## config.mk

```make
export PLATFORM = sky130hd
export DESIGN_NAME = univ_shift_reg_burst
export DESIGN_NICKNAME = d
export VERILOG_FILES = /design/src/rtl/univ_shift_reg_burst.sv
export SDC_FILE = /design/constraint.sdc
export NUM_CORES = 1
export LEC_CHECK = 0
export BUFFER_PORTS_ARGS = -buffer_cell sky130_fd_sc_hd__buf_2
export CORE_MARGIN = 4
export CORE_UTILIZATION = 61
export DETAILED_ROUTE_END_ITERATION = 10
export PLACE_DENSITY = 0.93
export SLEW_MARGIN = 40
export SYNTH_ARGS = -nofsm -noshare
export SYNTH_HDL_FRONTEND = slang
export SYNTH_SLANG_ARGS = --single-unit
```

## constraint.sdc

```tcl
create_clock -name clk -period 3.55 [get_ports clk]
set_input_delay 1.065 -clock clk [delete_from_list [all_inputs] [get_ports clk]]
set_output_delay 1.065 -clock clk [all_outputs]
set_load 0.01 [all_outputs]
```

## src/rtl/univ_shift_reg_burst.sv

```systemverilog
// Universal shift register with single-step and counted burst shift/rotate.
module univ_shift_reg_burst #(
  parameter int unsigned WIDTH = 8,
  parameter int unsigned CNT_W = 4
) (
  input  logic             clk,
  input  logic             rst,
  input  logic             en,
  input  logic [2:0]       mode,
  input  logic [WIDTH-1:0] data_in,
  input  logic             shift_left_in,
  input  logic             shift_right_in,
  input  logic             start,
  input  logic [CNT_W-1:0] count,
  output logic [WIDTH-1:0] data_out,
  output logic             ser_out_msb,
  output logic             ser_out_lsb,
  output logic             busy,
  output logic             done
);

  localparam logic [2:0] M_HOLD = 3'b000;
  localparam logic [2:0] M_SHL  = 3'b001;
  localparam logic [2:0] M_SHR  = 3'b010;
  localparam logic [2:0] M_LOAD = 3'b011;
  localparam logic [2:0] M_ROL  = 3'b100;
  localparam logic [2:0] M_ROR  = 3'b101;
  localparam logic [2:0] M_ASR  = 3'b110;

  typedef enum logic {IDLE, RUN} state_t;

  state_t           state_q, state_d;
  logic [WIDTH-1:0] data_q, data_d;
  logic [2:0]       op_q, op_d;
  logic [CNT_W-1:0] rem_q, rem_d;
  logic             busy_q, busy_d;
  logic             done_q, done_d;

  // One register update for the given operation code.
  function automatic logic [WIDTH-1:0] apply_op(
    input logic [2:0]       op,
    input logic [WIDTH-1:0] d,
    input logic [WIDTH-1:0] ld,
    input logic             sli,
    input logic             sri
  );
    logic [WIDTH-1:0] r;
    case (op)
      M_SHL:   r = {d[WIDTH-2:0], sli};
      M_SHR:   r = {sri, d[WIDTH-1:1]};
      M_LOAD:  r = ld;
      M_ROL:   r = {d[WIDTH-2:0], d[WIDTH-1]};
      M_ROR:   r = {d[0], d[WIDTH-1:1]};
      M_ASR:   r = {d[WIDTH-1], d[WIDTH-1:1]};
      default: r = d;
    endcase
    return r;
  endfunction

  // Only shift/rotate codes can start a burst.
  function automatic logic is_burst_op(input logic [2:0] op);
    return (op != M_HOLD) && (op != M_LOAD) && (op != 3'b111);
  endfunction

  // Next-state, datapath and handshake computation.
  always_comb begin
    state_d = state_q;
    data_d  = data_q;
    op_d    = op_q;
    rem_d   = rem_q;
    busy_d  = busy_q;
    done_d  = 1'b0;
    if (en) begin
      if (state_q == IDLE) begin
        if (start && is_burst_op(mode)) begin
          op_d  = mode;
          rem_d = count;
          if (count == '0) begin
            done_d = 1'b1;
          end else begin
            state_d = RUN;
            busy_d  = 1'b1;
          end
        end else begin
          data_d = apply_op(mode, data_q, data_in, shift_left_in, shift_right_in);
        end
      end else begin
        data_d = apply_op(op_q, data_q, data_in, shift_left_in, shift_right_in);
        rem_d  = rem_q - CNT_W'(1);
        if (rem_q == CNT_W'(1)) begin
          state_d = IDLE;
          busy_d  = 1'b0;
          done_d  = 1'b1;
        end
      end
    end
  end

  // State and output registers with asynchronous active-low reset.
  always_ff @(posedge clk or negedge rst) begin
    if (!rst) begin
      state_q <= IDLE;
      data_q  <= '0;
      op_q    <= M_HOLD;
      rem_q   <= '0;
      busy_q  <= 1'b0;
      done_q  <= 1'b0;
    end else begin
      state_q <= state_d;
      data_q  <= data_d;
      op_q    <= op_d;
      rem_q   <= rem_d;
      busy_q  <= busy_d;
      done_q  <= done_d;
    end
  end

  assign data_out    = data_q;
  assign ser_out_msb = data_q[WIDTH-1];
  assign ser_out_lsb = data_q[0];
  assign busy        = busy_q;
  assign done        = done_q;

endmodule

```

After elaboration in Yosys (flattened, before gate mapping)
Cells that the tools add are included.
Word-level totals
  bits in registers: 18
  bits in latches: 0
  bits in writable memories: 0
  memory bits (read-only): 0
  output and inout bits: 12
  memories kept: 0
Operators by class
  $add $sub $neg: 1
  multiply operators: 0
  div/mod/pow operators: 0
  order comparisons: 0
  equality and inequality tests: 22
  shift-type cells: 0
  multiplexer cells: 19
  bitwise gates (word level): 1
  reductions and logical operators: 13
Operators with widths (number)
  8-bit case mux with 6 select lines: 2
  3-bit == test, second input constant: 6
  8-bit 2-to-1 mux: 2
  1-bit 2-to-1 mux: 13
  3-bit by 2-bit == test with 1-bit output, second input constant: 4
  4-bit 2-to-1 mux: 2
  2-bit != test, second input constant: 4
  4-bit AND reduction: 2
  7-bit by 1-bit != test with 1-bit output, second input constant: 1
  7-bit nonzero test: 1
  3-bit by 1-bit == test with 1-bit output, second input constant: 2
  6-bit by 1-bit != test with 1-bit output, second input constant: 1
  6-bit AND reduction: 1
  6-bit nonzero test: 1
  4-bit by 1-bit == test with 1-bit output, second input constant: 1
  4-bit zero test: 1
  4-bit by 1-bit subtractor with 4-bit output, second input constant: 1
  1-bit logical AND: 3
  3-bit by 2-bit != test with 1-bit output, second input constant: 1
  3-bit != test, second input constant: 1
  3-bit AND reduction: 1
  3-bit nonzero test: 1
  2-bit by 1-bit != test with 1-bit output, second input constant: 1
  2-bit AND reduction: 1
  other kinds (2): 2

Longest topological paths before layout
Gate-level depths: netlist of the first run.
  word-level depth: 7
  mapped depth: 6

Worst setup path after synthesis of the first run
No wires, ideal clock.
  kind: input to register
  start: in mode[2]
  end: reg data_q[7] (netlist: data_out[7])
  setup time: 0.125 ns
  data arrival time: 2.139 ns
  path slack: 1.287 ns
  stages on the path: 5
  path buffers: 1
  cell sequence: buf_2 o31ai_4 and4b_1 a21oi_1 mux2_2
On the way
  cells in the longest elaborated chain, start to end: 6
Ends and longest elaborated chain
  start, declared: RTL line 9  | input logic [2:0] mode,
  3-bit by 2-bit != test with 1-bit output or 3-bit nonzero test (tied branches): RTL line 62  | return (op != M_HOLD) && (op != M_LOAD) && (op != 3'b111);
  1-bit logical AND (2 in series): RTL line 62
  1-bit logical AND: RTL line 75  | if (start && is_burst_op(mode)) begin
  2-bit != test (no line)
  6-bit AND reduction (no line)
  end signal, assigned: RTL line 110  | data_q <= data_d;
  end, declared: RTL line 33  | logic [WIDTH-1:0] data_q, data_d;
Several ways; a longest one is shown, not always the timed one. The select of a mux whose other input is x is not followed.
A chain may end at the register's enable or synchronous reset.

Final worst setup path of the first run
  start: in mode[1]
  end: reg data_q[7] (netlist: data_out[7])
The elaborated chain is that of the path after synthesis.

==> metrics.json, run 1 <==
{
  "post_cts_resize_count": 0,
  "ctsHtreeMaxLevel": 1,
  "synth_top_cells_by_area": "sky130_fd_sc_hd__dfrtp_1 (25%), sky130_fd_sc_hd__o31ai_2 (4.8%), sky130_fd_sc_hd__a21oi_1 (4.1%)",
  "max_cap_violations": 0,
  "drtPass1Iterations": 8,
  "maxSlewViolCount": 0,
  "timing.critical_path.from_type": "input pin",
  "placementRows": 19,
  "ctsHoldBuffers": 0,
  "postSynth.asyncResetShare": 1.00,
  "initialDrtViolationCount": 165,
  "synth_common_cells": "sky130_fd_sc_hd__dfrtp_1 (18), sky130_fd_sc_hd__a21oi_1 (15), sky130_fd_sc_hd__nand2_1 (15)",
  "pwr-share-comb": 0.584,
  "design.core.area_um2": 2810,
  "wirelength_um": 4540,
  "vias_in_the_first_global_route": 1559,
  "antenna_cells_inserted": 0,
  "min_period_over_period": 0.628,
  "synth_top_area_cell": "sky130_fd_sc_hd__dfrtp_1",
  "use_met2": 0.354,
  "vias_after_detailed_routing": 1761,
  "cp_data_arrival_time_ns": 2.44,
  "cp_data_required_time_ns": 3.76,
  "place_area_um2": 1890,
  "setup_violations": 0,
  "clock_power_share": 0.086,
  "multi_input_area_um2": 1200,
  "post-cts-setup-buffer-count": 0,
  "dieArea_um2": 3930,
  "synth.most_common_cell": "sky130_fd_sc_hd__dfrtp_1",
  "path_class": "in2reg",
  "finalInstanceArea_um2": 1920,
  "max_slew_margin": 0.577,
  "clock_latency_ns": 0.31,
  "synth_sequential_area_ratio": 0.247,
  "cts_tree": "built",
  "ios": 33,
  "met3_usage": 0.0486,
  "layout-drive-gt1-share": 0.284,
  "path_cells": "buf_2 -> mux2_4 -> a311oi_1 -> a2bb2oi_1 -> mux2_2",
  "power.share.switching": 0.497,
  "cp_top_family": "multiplexers",
  "ys_ff_latch": 18,
  "initial_antenna_violation_count": 0,
  "ctsRootBufferMaster": "sky130_fd_sc_hd__clkbuf_4",
  "worst_clock_skew_ns": 0.00759,
  "cellInternalPower_uw": 761,
  "slowest_delay_ns": 0.37,
  "ctsLongestPathBuffers": 2,
  "endpoint_kind": "flip-flop",
  "met1_track_usage_gr": 0.345,
  "result_of_the_run": "complete, no violations",
  "seqCellArea_um2": 450,
  "cts.sinks": 18,
  "port_buffers": 32,
  "areaGrowthSynthToFinish_pct": 5.42,
  "holdCritPathClass": "reg2reg",
  "nets": 246,
  "netlist_area_um2": 1820,
  "clk_pin_slew_ns": 0.11,
  "drc_violations_left": 0,
  "cp.buffers_inverters": 1,
  "power.density_cell_area_nw_per_um2": 788,
  "hold_violations": 0,
  "static_leakage_power_nw": 0.904,
  "dpl.hpwl_um": 3250,
  "grt_max_degree": 27,
  "most_heavily_used_metal_layer_in_global_routing": "met2",
  "max_freq_mhz": 449,
  "setup_total_negative_slack_ns": 0,
  "grt_setup_unrepaired": "false",
  "synthDominantCellAreaShare": 0.247,
  "min_clock_period_post_route_ns": 2.23,
  "synth_area_per_cell_um2": 8.76,
  "vias_per_cell": 6.96,
  "gpl.final_weighted_congestion": 0.962,
  "initial_utilization": 0.650,
  "critical_path_peak_fanout": 26,
  "p_sw_uw": 753,
  "die_width_um": 62.7,
  "grt_util_all_layers": 0.237,
  "ys.warnings.count": 0,
  "seq_power_share": 0.330,
  "synth.net_count": 231,
  "fp.dieH_um": 62.7,
  "worst-slew-pin-transition_ns": 0.635,
  "global_route.overflow_total": 0,
  "cts_inserted_buffers": 3,
  "synthFlopType": "sky130_fd_sc_hd__dfrtp_1",
  "detail_route.wl_per_cell_um": 17.9,
  "netlist-cell-type-count": 58,
  "vdd_ir_drop_max_mv": 0.448,
  "cells_after_synthesis": 208,
  "synth_edf_count": 0,
  "grt_pass1_wl_um": 7720,
  "fillCellCount": 237,
  "antenna_left": 0,
  "worst_path_max_delay_cell": "sky130_fd_sc_hd__buf_2"
}
[cell type report]
type / count / share of cell area
sequential: 18 / 0.234
tap: 31 / 0.0202
clock buffer: 4 / 0.0189
inverter: 8 / 0.0156
timing repair buffer: 33 / 0.0872
multi-input combinational: 159 / 0.624
[through the flow]
step                utilization  total power, mW  hold WS (ns)  worst slack [ns]  std cells
detailed placement        0.672             1.37         0.512             0.980        249
global route              0.685             1.63         0.574              1.21        253
floorplan                     -             1.17         0.525              1.29        208
global placement          0.672             1.33         0.489              1.09        249
CTS                       0.685             1.50         0.534              1.32        253
finish                    0.685             1.51         0.535              1.32        253
[power by group through the flow]
| stage | sequential, mW | combinational, mW | clock (mW) |
|---|---|---|---|
| 3_5_place_dp | 0.495 | 0.872 | 0 |
| 3_3_place_gp | 0.488 | 0.839 | 0 |
| 6_report | 0.499 | 0.883 | 0.131 |
| 5_1_grt | 0.520 | 0.971 | 0.140 |
| 4_1_cts | 0.492 | 0.875 | 0.131 |
| 2_1_floorplan | 0.398 | 0.770 | 0 |
[flip-flops by register name, indices dropped and copies added (netlist names)]
register / cells
op_q: 3
rem_q: 4
state_q: 1
done: 1
data_out: 8
busy: 1
[layout by cell type (no fill, tap or decap), types with 2 or more instances in the layout]
cell and n:
sky130_fd_sc_hd__buf_2 32, sky130_fd_sc_hd__nand2b_1 6, sky130_fd_sc_hd__and4b_1 7, sky130_fd_sc_hd__and3b_1 7
sky130_fd_sc_hd__nor3_1 2, sky130_fd_sc_hd__dfrtp_1 18, sky130_fd_sc_hd__o21ai_0 11, sky130_fd_sc_hd__clkbuf_4 3
sky130_fd_sc_hd__a222oi_1 2, sky130_fd_sc_hd__mux2i_1 6, sky130_fd_sc_hd__mux2_2 4, sky130_fd_sc_hd__or2_2 5
sky130_fd_sc_hd__o21ai_1 2, sky130_fd_sc_hd__o31ai_2 7, sky130_fd_sc_hd__a211o_1 6, sky130_fd_sc_hd__o211ai_1 3
sky130_fd_sc_hd__nand2_1 15, sky130_fd_sc_hd__a31oi_1 2, sky130_fd_sc_hd__nand3_1 11, sky130_fd_sc_hd__nand4b_1 7
sky130_fd_sc_hd__nor3b_1 2, sky130_fd_sc_hd__nor3_2 2, sky130_fd_sc_hd__inv_1 8, sky130_fd_sc_hd__ha_1 2
sky130_fd_sc_hd__nor2_1 5, sky130_fd_sc_hd__o31ai_1 2, sky130_fd_sc_hd__a21oi_1 15
[final timing paths]
check                         from          end  slack, ns  depth (start not counted)
max in group asynchronous      rst  data_out[1]       2.60                          1
hold / removal                busy         busy       0.54                          2
setup reg to reg           op_q[0]  data_out[6]       1.53                          4
hold reg to reg               busy         busy       0.54                          2
min in group asynchronous      rst     rem_q[3]       0.66                          1
setup / recovery           mode[1]  data_out[7]       1.32                          5
[worst register-to-register path, cell delays in order, from the launching register on]
cell and delay [ns]:
sky130_fd_sc_hd__dfrtp_1 0.73, sky130_fd_sc_hd__nand2b_1 0.37, sky130_fd_sc_hd__o21ai_0 0.23, sky130_fd_sc_hd__a222oi_1 0.46, sky130_fd_sc_hd__o31ai_2 0.12
[logic make-up (layout without fill, tap and decap cells)]
family / count (synthesis) / after routing / share of synthesized area
AND/OR/NAND/NOR: 79 / 79 / 0.294
flip-flops: 18 / 18 / 0.247
adder cells (fa/ha/maj): 2 / 2 / 0.0137
AO/OA/AOI/OAI: 67 / 67 / 0.284
buffers and inverters: 31 / 45 / 0.0954
multiplexers: 11 / 11 / 0.0659
[routing by layer]
layer | vias to the layer above | routed length [um] | share of wire
li1 | 822 | - | -
met1 | 822 | 1930 | 0.42
met5 | - | 0 | 0
met4 | 0 | 82 | 0.018
met2 | 106 | 2050 | 0.45
met3 | 11 | 479 | 0.11
(Power assumes the default switching activity.)
==> run 2: changes to the inputs <==
--- a/config.mk
+++ b/config.mk
@@ -5,11 +5,12 @@
 export SDC_FILE = /design/constraint.sdc
 export NUM_CORES = 1
 export LEC_CHECK = 0
+export ABC_AREA = 1
 export BUFFER_PORTS_ARGS = -buffer_cell sky130_fd_sc_hd__buf_2
 export CORE_MARGIN = 4
-export CORE_UTILIZATION = 61
+export CORE_UTILIZATION = 49
 export DETAILED_ROUTE_END_ITERATION = 10
-export PLACE_DENSITY = 0.93
+export PLACE_DENSITY = 0.83
 export SLEW_MARGIN = 40
 export SYNTH_ARGS = -nofsm -noshare
 export SYNTH_HDL_FRONTEND = slang
==> constraint.sdc (replaced) <==
create_clock -name clk -period 1.8 [get_ports clk]
set_input_delay 0.54 -clock clk [delete_from_list [all_inputs] [get_ports clk]]
set_output_delay 0.54 -clock clk [all_outputs]
set_load 0.01 [all_outputs]
==> run 2 against run 1 <==
Against the previous run: combinational power up 27%; setup slack got worse by 1.1 ns; non-clock buffer count unchanged; register-to-register slack lost 1.3 ns; core utilization decreased by 11 points; via count down 2.7%; cell area down 9.9%; clock skew down 0.0038 ns; cell count increased by 23%; critical path type is now reg2out.
==> metrics.json, run 2 <==
{
  "cp_data_arrival_time_ns": 1.01,
  "synth_top_cells_by_area": "sky130_fd_sc_hd__dfrtp_1 (29%), sky130_fd_sc_hd__nand2_1 (22%), sky130_fd_sc_hd__nand3_1 (10%)",
  "critical_path_peak_fanout": 7,
  "endpoint_kind": "output port",
  "path_cells": "buf_2",
  "max_cap_violations": 0,
  "post_cts_resize_count": 0,
  "setup_total_negative_slack_ns": 0,
  "vdd_ir_drop_max_mv": 0.586,
  "ctsHoldBuffers": 0,
  "synth_sequential_area_ratio": 0.295,
  "synth_edf_count": 0,
  "ys_ff_latch": 18,
  "gpl.final_weighted_congestion": 0.932,
  "placementRows": 20,
  "layout.cells.most_common": "sky130_fd_sc_hd__nand2_1",
  "flip_flop_count_of_the_largest_register_after_layout": 8,
  "fp.dieH_um": 63.9,
  "cts_tree": "built",
  "antenna_cells_inserted": 0,
  "vias_per_cell": 5.53,
  "drtPass1Iterations": 6,
  "result_of_the_run": "complete, no violations",
  "ios": 33,
  "antenna_left": 0,
  "cp_num_cells": 1,
  "post-cts-setup-buffer-count": 0,
  "cells_after_synthesis": 238,
  "worst_path_max_delay_cell": "sky130_fd_sc_hd__dfrtp_1",
  "design.core.area_um2": 3030,
  "grt_pass1_wl_um": 6700,
  "cp_top_family": "flip-flops",
  "synthDominantCellAreaShare": 0.295,
  "netlist-cell-type-count": 28,
  "ctsRootBufferMaster": "sky130_fd_sc_hd__clkbuf_4",
  "detail_route.wl_per_cell_um": 13.0,
  "ys.warnings.count": 0,
  "max_freq_mhz": 644,
  "timing.rr.end": "data_out[2]",
  "synthFlopType": "sky130_fd_sc_hd__dfrtp_1",
  "max_slew_margin": 0.686,
  "postSynth.asyncResetShare": 1.00,
  "dieArea_um2": 4080,
  "synth_common_cells": "sky130_fd_sc_hd__nand2_1 (89), sky130_fd_sc_hd__nand3_1 (31), sky130_fd_sc_hd__dfrtp_1 (18)",
  "maxSlewViolCount": 0,
  "initial_utilization": 0.505,
  "cp.buffers_inverters": 1,
  "global_route.overflow_total": 0,
  "grt_util_all_layers": 0.199,
  "worst_clock_skew_ns": 0.00376,
  "setup_violations": 0,
  "worst-r2r-cell-count": 8,
  "holdCritPathClass": "in2async",
  "synth.net_count": 261,
  "synth_area_per_cell_um2": 6.42,
  "slowest_delay_ns": 0.52,
  "reg2reg_slack_ns": 0.25,
  "ctsHtreeMaxLevel": 1,
  "port_buffers": 32,
  "nets": 290,
  "power.density_cell_area_nw_per_um2": 1260,
  "drc_violations_left": 0,
  "min_clock_period_post_route_ns": 1.55,
  "worst_setup_path_endpoint": "ser_out_msb",
  "die_width_um": 63.9,
  "timing.critical_path.from_type": "flip-flop",
  "clock_latency_ns": 0.29,
  "layout.core_utilization": 0.572,
  "initial_antenna_violation_count": 0,
  "min_period_over_period": 0.863,
  "fillCellCount": 302,
  "finalPower_mw": 2.19,
  "reg2reg_from": "op_q[0]",
  "grt_max_degree": 22,
  "cts_inserted_buffers": 3,
  "ctsLongestPathBuffers": 2,
  "path_class": "reg2out",
  "vias_in_the_first_global_route": 1437,
  "grt_setup_unrepaired": "false",
  "synth_top_area_cell": "sky130_fd_sc_hd__dfrtp_1",
  "cp_data_required_time_ns": 1.26,
  "areaGrowthSynthToFinish_pct": 13.3,
  "synth.most_common_cell": "sky130_fd_sc_hd__nand2_1",
  "vias_after_detailed_routing": 1714,
  "layout-drive-gt1-share": 0.226,
  "cp-startpoint": "data_out[7]",
  "mostFrequentLayoutCells": "sky130_fd_sc_hd__nand2_1 (89), sky130_fd_sc_hd__buf_2 (32), sky130_fd_sc_hd__nand3_1 (31)",
  "worst-slew-pin-transition_ns": 0.472,
  "clk_pin_slew_ns": 0.11,
  "wirelength_um": 4020,
  "netlist_area_um2": 1530,
  "dpl.hpwl_um": 3070,
  "initialDrtViolationCount": 219,
  "static_leakage_power_nw": 0.923,
  "hold_violations": 0,
  "cts.sinks": 18
}
==> run 2: cell count changes after synthesis, moves of 7 or more <==
cell                       before  now
sky130_fd_sc_hd__inv_1          8   15
sky130_fd_sc_hd__a21oi_1       15    5
sky130_fd_sc_hd__o31ai_2        7    0
sky130_fd_sc_hd__inv_2          0    8
sky130_fd_sc_hd__nand4b_1       7    0
sky130_fd_sc_hd__and3b_1        7    0
sky130_fd_sc_hd__nand2_1       15   89
sky130_fd_sc_hd__buf_2         10    3
sky130_fd_sc_hd__nand4_1        1   10
sky130_fd_sc_hd__and4b_1        7    0
sky130_fd_sc_hd__nand3_1       11   31
==> run 2: metrics by stage <==
stage	hold WS, ns	std cells	instance area, um2	setup WS (ns)
6_report	0.162	310	1730	0.246
5_1_grt	0.184	310	1730	0.111
4_1_cts	0.185	310	1730	0.263
3_5_place_dp	0.464	306	1700	0.167
3_3_place_gp	0.466	306	1700	0.199
2_1_floorplan	0.244	238	1530	0.343
==> run 2: worst min-delay path by stage <==
stage               from     endpoint  slack, ns  cells after the start
floorplan            rst         busy       0.24                      0
global placement    busy         busy       0.47                      2
detailed placement  busy         busy       0.46                      2
CTS                  rst      op_q[1]       0.18                      1
global route         rst  data_out[4]       0.18                      1
finish               rst  data_out[3]       0.16                      1
==> run 2: cell type report <==
cell class              instances  area (um2)  area share
inverters                      24        92.6      0.0535
flip-flops and latches         18         450       0.260
clock buffers                   4        36.3      0.0210
well taps                      44        55.1      0.0318
repair buffers                 33         168      0.0968
multi-input cells             187         930       0.537
==> run 2: cells by family (layout without fill, tap and decap cells) <==
logic type | count (synthesis) | in the layout | synth area share
and+or+nand+nor | 163 | 163 | 0.515
buffers and inverters | 33 | 61 | 0.0974
AOI/OAI and AO/OA | 21 | 21 | 0.0712
DFF | 18 | 18 | 0.295
adders and majority gates | 2 | 2 | 0.0164
xor gates and xnor gates | 1 | 1 | 0.00573
==> run 2: power breakdown <==
group          internal [mW]  leakage (nW)  switching (mW)
clock                  0.123        0.0210           0.133
combinational          0.421         0.676           0.695
sequential             0.561         0.226           0.252
total                   1.11         0.923            1.08
==> run 2: layer usage <==
layer	routed length, um	track usage	vias up
met1	1720	0.281	754
li1	-	-	830
met3	440	0.0246	6
met4	24	0.0404	0
met2	1840	0.326	124
met5	0	0	-
==> run 3: changes to the inputs <==
--- a/config.mk
+++ b/config.mk
@@ -11,6 +11,7 @@
 export CORE_UTILIZATION = 49
 export DETAILED_ROUTE_END_ITERATION = 10
 export PLACE_DENSITY = 0.83
+export RECOVER_POWER = 50
 export SLEW_MARGIN = 40
 export SYNTH_ARGS = -nofsm -noshare
 export SYNTH_HDL_FRONTEND = slang
==> run 3 against run 2 <==
Against the previous run: critical path depth rose by 3; routed wire length decreased by 0.87%; die area unchanged; cell count did not move; first-iteration DRC count rose by 0.91%; combinational power about the same; non-clock buffer count unchanged; core utilization shrank 0.12 points; flip-flop and latch count unchanged; global-route usage stayed put.
==> metrics.json, run 3 (synthesis results as in run 2) <==
{
  "max_cap_violations": 0,
  "antenna_left": 0,
  "ctsHoldBuffers": 0,
  "ctsLongestPathBuffers": 2,
  "gpl.final_weighted_congestion": 0.932,
  "holdCritPathClass": "in2async",
  "wirelength_um": 3990,
  "vias_after_detailed_routing": 1685,
  "cts_inserted_buffers": 3,
  "result_of_the_run": "complete, no violations",
  "ctsRootBufferMaster": "sky130_fd_sc_hd__clkbuf_4",
  "mostFrequentLayoutCells": "sky130_fd_sc_hd__nand2_1 (90), sky130_fd_sc_hd__nand3_1 (31), sky130_fd_sc_hd__buf_2 (31)",
  "path_class": "reg2reg",
  "worst_path_max_delay_cell": "sky130_fd_sc_hd__inv_1",
  "initialDrtViolationCount": 221,
  "grt_setup_unrepaired": "false",
  "post_cts_resize_count": 0,
  "cts_tree": "built",
  "post-cts-setup-buffer-count": 0,
  "vias_per_cell": 5.44,
  "layout-drive-gt1-share": 0.211,
  "grt_max_degree": 22,
  "design.core.area_um2": 3030,
  "cts.sinks": 18,
  "min_period_over_period": 0.890,
  "ctsHtreeMaxLevel": 1,
  "cp_data_required_time_ns": 2.05,
  "cp_data_arrival_time_ns": 1.85,
  "dp_worst_setup_slack_ns": 0.167,
  "drc_violations_left": 0,
  "die_width_um": 63.9,
  "clk_pin_slew_ns": 0.11,
  "min_clock_period_post_route_ns": 1.60,
  "layout.cells.most_common": "sky130_fd_sc_hd__nand2_1",
  "detail_route.wl_per_cell_um": 12.9,
  "areaGrowthSynthToFinish_pct": 13.0,
  "critical_path_peak_fanout": 21,
  "max_slew_margin": 0.318,
  "initial_utilization": 0.505,
  "global_route.overflow_total": 0,
  "grt_util_all_layers": 0.199,
  "endpoint_kind": "flip-flop",
  "drtPass1Iterations": 5,
  "initial_antenna_violation_count": 0,
  "port_buffers": 32,
  "static_leakage_power_nw": 0.923,
  "maxSlewViolCount": 0,
  "timing.critical_path.from_type": "flip-flop",
  "slowest_delay_ns": 0.47,
  "worst_clock_skew_ns": 0.00211,
  "hold_violations": 0,
  "max_freq_mhz": 624,
  "ios": 33,
  "power.density_cell_area_nw_per_um2": 1270,
  "worst-slew-pin-transition_ns": 1.02,
  "path_cells": "inv_1 -> nand4_2 -> or2_1 -> nand2_1",
  "grt_pass1_wl_um": 6700,
  "flip_flop_count_of_the_largest_register_after_layout": 8,
  "vdd_ir_drop_max_mv": 0.588,
  "setup_violations": 0,
  "fillCellCount": 301,
  "setup_slack_ns": 0.198,
  "setup_total_negative_slack_ns": 0,
  "clock_latency_ns": 0.30,
  "dieArea_um2": 4080,
  "dpl.hpwl_um": 3070,
  "placementRows": 20,
  "antenna_cells_inserted": 0,
  "nets": 290,
  "fp.dieH_um": 63.9,
  "vias_in_the_first_global_route": 1437
}
[run 3: worst paths after layout]
path                              start           to  slack [ns]  depth (start not counted)
worst min-delay path                rst  data_out[3]        0.38                          1
worst max-delay path            state_q         busy        0.20                          4
worst max register to register  state_q         busy        0.20                          4
max in group asynchronous           rst  data_out[4]        0.80                          1
min in group clk                   busy         busy        0.49                          2
worst min register to register     busy         busy        0.49                          2
[run 3: stage by stage]
| step | hold WS (ns) | instances | instance area (um2) | utilization | power, mW |
|---|---|---|---|---|---|
| global placement | 0.466 | 306 | 1700 | 0.560 | 1.90 |
| CTS | 0.185 | 310 | 1730 | 0.572 | 2.17 |
| detailed placement | 0.464 | 306 | 1700 | 0.560 | 1.91 |
| finish | 0.385 | 310 | 1730 | 0.571 | 2.19 |
| floorplan | 0.244 | 238 | 1530 | - | 1.59 |
| global route | 0.467 | 310 | 1730 | 0.571 | 2.37 |
[run 3: routing by layer]
layer / wire length (um) / part of all wire / GRT usage / vias to the layer above
li1: - / - / - / 827
met1: 1740 / 0.44 / 0.281 / 739
met2: 1810 / 0.45 / 0.326 / 104
met3: 383 / 0.096 / 0.0246 / 15
met4: 55 / 0.014 / 0.0404 / 0
met5: 0 / 0 / 0 / -
[run 3: critical path: cells and delay by family, from the launching register on]
family / cells / cell delay [ns]
buffers and inverters: 1 / 0.47
DFF: 1 / 0.39
and+or+nand+nor: 3 / 0.69
[run 3: layout make-up]
| type | count | area (um2) | area share |
|---|---|---|---|
| well taps | 44 | 55.1 | 0.0319 |
| clock buffers | 4 | 36.3 | 0.0210 |
| multi-input cells | 187 | 927 | 0.537 |
| flip-flops and latches | 18 | 450 | 0.261 |
| inverters | 24 | 92.6 | 0.0536 |
| repair buffers | 33 | 166 | 0.0963 |
[run 3: power by group]
part | total [mW] | switching [mW] | internal, mW
registers | 0.814 | 0.253 | 0.561
logic | 1.11 | 0.695 | 0.419
clock network | 0.259 | 0.136 | 0.123
